### config.mk
export PLATFORM = sky130hd
export DESIGN_NAME = fetch_stage
export DESIGN_NICKNAME = d
export VERILOG_FILES = /design/src/rtl/fetch_stage.sv
export SDC_FILE = /design/constraint.sdc
export NUM_CORES = 1
export LEC_CHECK = 0
export BUFFER_PORTS_ARGS = -buffer_cell sky130_fd_sc_hd__buf_4
export CAP_MARGIN = 20
export CORE_AREA = 2 2 90 92
export CTS_BUF_LIST = sky130_fd_sc_hd__clkbuf_4
export DETAILED_ROUTE_END_ITERATION = 10
export DIE_AREA = 0 0 92 94
export PLACE_DENSITY = 0.64
export SYNTH_ARGS = -nofsm -noshare
export SYNTH_HDL_FRONTEND = slang
export SYNTH_SLANG_ARGS = --single-unit
### constraint.sdc
create_clock -name clk -period 2.3 [get_ports clk]
set_input_delay 0.23 -clock clk [delete_from_list [all_inputs] [get_ports clk]]
set_output_delay 0.23 -clock clk [all_outputs]
set_load 0.02 [all_outputs]
### src/rtl/fetch_stage.sv
// Instruction fetch with IF/ID register: PC sequencing, stalls,
// execute redirects, HALT and misaligned-redirect error trapping.
module fetch_stage #(
    parameter int WIDTH = 16,
    parameter logic [WIDTH-1:0] RESET_PC = 16'h0000,
    parameter logic [WIDTH-1:0] NOP_INSTR = 16'h0800
) (
    input  logic             clk,
    input  logic             rst,
    output logic [WIDTH-1:0] imem_addr,
    output logic             imem_rd,
    input  logic [WIDTH-1:0] imem_data,
    input  logic             imem_ready,
    input  logic             stall,
    input  logic             redirect,
    input  logic [WIDTH-1:0] redirect_pc,
    output logic [WIDTH-1:0] if_instr,
    output logic [WIDTH-1:0] if_pc2,
    output logic             if_valid,
    output logic             fetch_err
);

    typedef enum logic [1:0] {
        RUN    = 2'd0,
        HALTED = 2'd1,
        ERR    = 2'd2
    } state_t;

    typedef struct packed {
        logic [WIDTH-1:0] instr;
        logic [WIDTH-1:0] pc2;
        logic             valid;
    } if_id_t;

    localparam if_id_t BUBBLE = '{instr: NOP_INSTR, pc2: '0, valid: 1'b0};

    state_t           state_q, state_d;
    logic [WIDTH-1:0] pc_q, pc_d;
    logic [WIDTH-1:0] pc_plus2;
    if_id_t           ifid_q, ifid_d;
    logic             err_q, err_d;
    logic             is_halt;

    assign pc_plus2 = pc_q + WIDTH'(2);
    assign is_halt  = (imem_data[WIDTH-1 -: 5] == 5'b00000);

    always_comb begin
        state_d = state_q;
        pc_d    = pc_q;
        ifid_d  = ifid_q;
        err_d   = err_q;
        if (state_q == ERR) begin
            state_d = ERR;
        end else if (redirect && redirect_pc[0]) begin
            err_d   = 1'b1;
            state_d = ERR;
            ifid_d  = BUBBLE;
        end else if (redirect) begin
            pc_d    = redirect_pc;
            ifid_d  = BUBBLE;
            state_d = RUN;
        end else if (stall) begin
            state_d = state_q;
        end else if (state_q == HALTED || !imem_ready) begin
            ifid_d = BUBBLE;
        end else begin
            ifid_d.instr = imem_data;
            ifid_d.pc2   = pc_plus2;
            ifid_d.valid = 1'b1;
            // HALT parks the PC on itself so a squash can resume cleanly
            if (is_halt) state_d = HALTED;
            else         pc_d    = pc_plus2;
        end
    end

    always_ff @(posedge clk) begin
        if (rst) begin
            state_q <= RUN;
            pc_q    <= RESET_PC;
            ifid_q  <= BUBBLE;
            err_q   <= 1'b0;
        end else begin
            state_q <= state_d;
            pc_q    <= pc_d;
            ifid_q  <= ifid_d;
            err_q   <= err_d;
        end
    end

    assign imem_addr = pc_q;
    assign imem_rd   = (state_q == RUN);
    assign if_instr  = ifid_q.instr;
    assign if_pc2    = ifid_q.pc2;
    assign if_valid  = ifid_q.valid;
    assign fetch_err = err_q;

endmodule

==> flow_metrics.py <==
metrics = {
    "worst_setup_path": {
        "crit_type": "flip-flop to flip-flop",
        "worstPathArrival_ps": 2320,
        "path_max_fanout": 8,
        "start_kind": "flip-flop",
        "ff2ff_path_depth": 6,
        "r2r-start": "imem_addr[2]",
        "required_ps": 2590,
        "r2r_end": "imem_addr[15]",
        "crit_path_end_kind": "flip-flop",
        "reg2reg_slack_ps": 270,
    },
    "finish": {
        "design_area_mm2": 0.00323,
        "layout.nets": 396,
        "area_growth_pct": 31.9,
        "drive_gt1_share_pct": 30.6,
        "antenna_cells": 0,
    },
    "yosys": {
        "synth.distinct_cells": 49,
        "syn_nets": 317,
        "synth_most_common_cell": "dfxtp_1",
        "synth_area_mm2": 0.00245,
        "synth_xor_area_share_pct": 5.01,
        "synthSimpleGateAreaFrac_pct": 24.2,
        "synth_top_family_by_area": "simple AND/OR/NAND/NOR gates",
        "yosys_warnings": 0,
        "ys_seq_area_share_pct": 42.5,
        "synth_area_per_cell_um2": 8.78,
        "synthTopCellsByArea": "dfxtp_1, a22oi_1, nor2_1",
        "ys.flop_type": "dfxtp_1",
        "synth_mux_area_share_pct": 0.409,
        "yosysTopAreaCellShare_pct": 42.5,
        "synthArstFlopShare_pct": 0,
        "synth_largest_area_cell": "dfxtp_1",
        "synthAdderAreaFrac_pct": 0.511,
        "ys_top_cells_by_count": "dfxtp_1, nor2_1, a22oi_1, nand2_1, a21oi_1",
        "syn_inst": 279,
        "synth_edf_count": 0,
        "synth-seq-cells": 52,
        "synth_compound_area_share_pct": 21.6,
    },
    "route": {
        "drt_iter0_drc": 102,
        "dr.pass1.iters": 4,
        "via_per_inst": 5.00,
        "vias": 2306,
        "finalWirelength_um": 6430,
        "drc": 0,
        "wire_per_inst_um": 13.9,
        "ant_nets": 0,
    },
    "die": {
        "rows": 32,
        "start_util_pct": 32.2,
        "die_area_mm2": 0.00865,
        "die_h_um": 94,
        "io_pins": 88,
        "core_mm2": 0.00761,
        "dieWidth_um": 92,
    },
    "global_route": {
        "grt_overflow_total": 0,
        "antenna_found_initial": 0,
        "grtUsageMet2_pct": 23.8,
        "grt_max_degree": 58,
        "grt_pass1_vias": 2032,
        "grt-busiest-layer": "met2",
        "grtUsageMet3_pct": 3.29,
        "grtUsageTotal_pct": 14.8,
        "use_met1_pct": 20.1,
        "grt_first_pass_wirelength_um": 10300,
    },
    "worst_hold_path": {
        "hold_path_startpoint": "imem_data[4]",
        "hp-class": "input port to flip-flop",
        "hold_end": "if_instr[4]",
        "hold_depth": 3,
    },
    "status": {
        "status": "finished, final reports clean",
    },
    "sta": {
        "fin_crit_sh_pct": 88.1,
        "fin_skew_ps": 14.7,
        "max_freq_ghz": 0.494,
        "tns_ps": 0,
        "hold_viol": 0,
        "setup_viol": 0,
        "maxSlewViolCount": 0,
        "timing.slew.headroom_pct": 62.7,
        "min_period_ps": 2030,
        "rsz0062_at_grt": "false",
        "timing.final.ws_setup_ps": 274,
        "worst_slew_pin_slew_ps": 560,
        "fin_hold_ws_ps": 87.7,
    },
    "placement": {
        "placed_cell_area_mm2": 0.00315,
        "place_hpwl_um": 4600,
        "preCtsSetupSlack_ps": 314,
        "port_buffers": 87,
        "gp_congestion": 0.794,
    },
    "cts": {
        "post_cts_resized": 0,
        "hold_buffers": 0,
        "clkSinkCount": 52,
        "tritoncts": "yes",
        "htree_levels": 2,
        "clockBufferDepth": 2,
        "cts_buffers": 5,
        "postCtsSetupBuffers": 0,
        "clock_latency_ps": 380,
        "cts.reportedPaths.clkPinSlew_ps": 150,
        "cts_root_buffer": "clkbuf_4",
    },
    "pwr": {
        "p_per_area_mw_per_mm2": 542,
        "leakagePower_nw": 1.39,
        "ir_worst_vdd_uv": 288,
    },
    "job": {
        "maxCapViolations": 0,
    },
}
kinds of logic after synthesis:
kind of cell             after synthesis
buffers and inverters                 24
adder cells (fa/ha/maj)                1
XOR/XNOR                              14
AO/OA/AOI/OAI                         78
multiplexers                           1
flip-flops                            52
AND/OR/NAND/NOR                      109
worst max-delay path, stage by stage (launching register included):
cell	delay, ps
dfxtp_1	460
ha_1	360
nand3_4	180
nor4_4	380
and3_2	270
a22oi_1	70
o32ai_1	220
sequential cells by signal, indices dropped and copies added, names as in the netlist:
name	cells
state_q	2
fetch_err	1
if_instr	16
if_valid	1
imem_addr	16
if_pc2	16
layer usage:
layer	share of wire, %	wire length (µm)
met5	0	0
met4	1.1	68
met3	8.4	538
met2	46	2950
met1	45	2870
how the worst max path moves through the flow:
stage,from,to,slack [ps],cells past startpoint
2_1_floorplan,imem_addr[1],imem_addr[15],370,6
3_3_place_gp,imem_addr[2],imem_addr[15],400,6
3_5_place_dp,imem_addr[2],imem_addr[15],310,6
4_1_cts,imem_addr[2],imem_addr[15],280,6
5_1_grt,imem_addr[2],imem_addr[15],120,6
6_report,imem_addr[2],imem_addr[15],270,6
metrics by stage:
stage / cells / util [%] / power [W]
final: 461 / 42.5 / 0.00175
after global routing: 461 / 42.5 / 0.00184
after CTS: 461 / 42.5 / 0.00177
after detailed placement: 453 / 41.5 / 0.00126
after global placement: 453 / 41.5 / 0.00126
after floorplan: 279 / - / 0.00114
power by group:
group	switching, W	total, W	internal, W
Clock	0.000286	0.000509	0.000223
Combinational	0.000157	0.000283	0.000125
Sequential	0.0000316	0.000957	0.000926
Total	0.000475	0.00175	0.00127
cells in the final DEF (no fill, tap or decap), drive strengths merged, types with 2 or more instances in the layout:
| master | instances |
|---|---|
| buf | 93 |
| dfxtp | 52 |
| nor2 | 50 |
| a22oi | 29 |
| nand2 | 21 |
| a21oi | 15 |
| o21ai | 13 |
| xor2 | 11 |
| nand2b | 6 |
| nor3 | 6 |
| a22o | 5 |
| clkbuf | 5 |
| nand3 | 5 |
| nand3b | 4 |
| nor4 | 4 |
| inv | 3 |
| a31oi | 3 |
| xnor2 | 3 |
| and3 | 3 |
| o211ai | 2 |
| o41ai | 2 |
| o32ai | 2 |
| nor2b | 2 |
| clkinv | 2 |
| nor3b | 2 |
| nand4 | 2 |
layout make-up:
type | instances | area, µm²
timing repair buffer | 93 | 698
fill | 824 | 4380
inverter | 3 | 11.3
clock buffer | 5 | 37.5
multi-input combinational | 203 | 1280
tap | 102 | 128
clock inverter | 3 | 37.5
sequential | 52 | 1040
No activity file was read; power rests on OpenSTA's default activity.
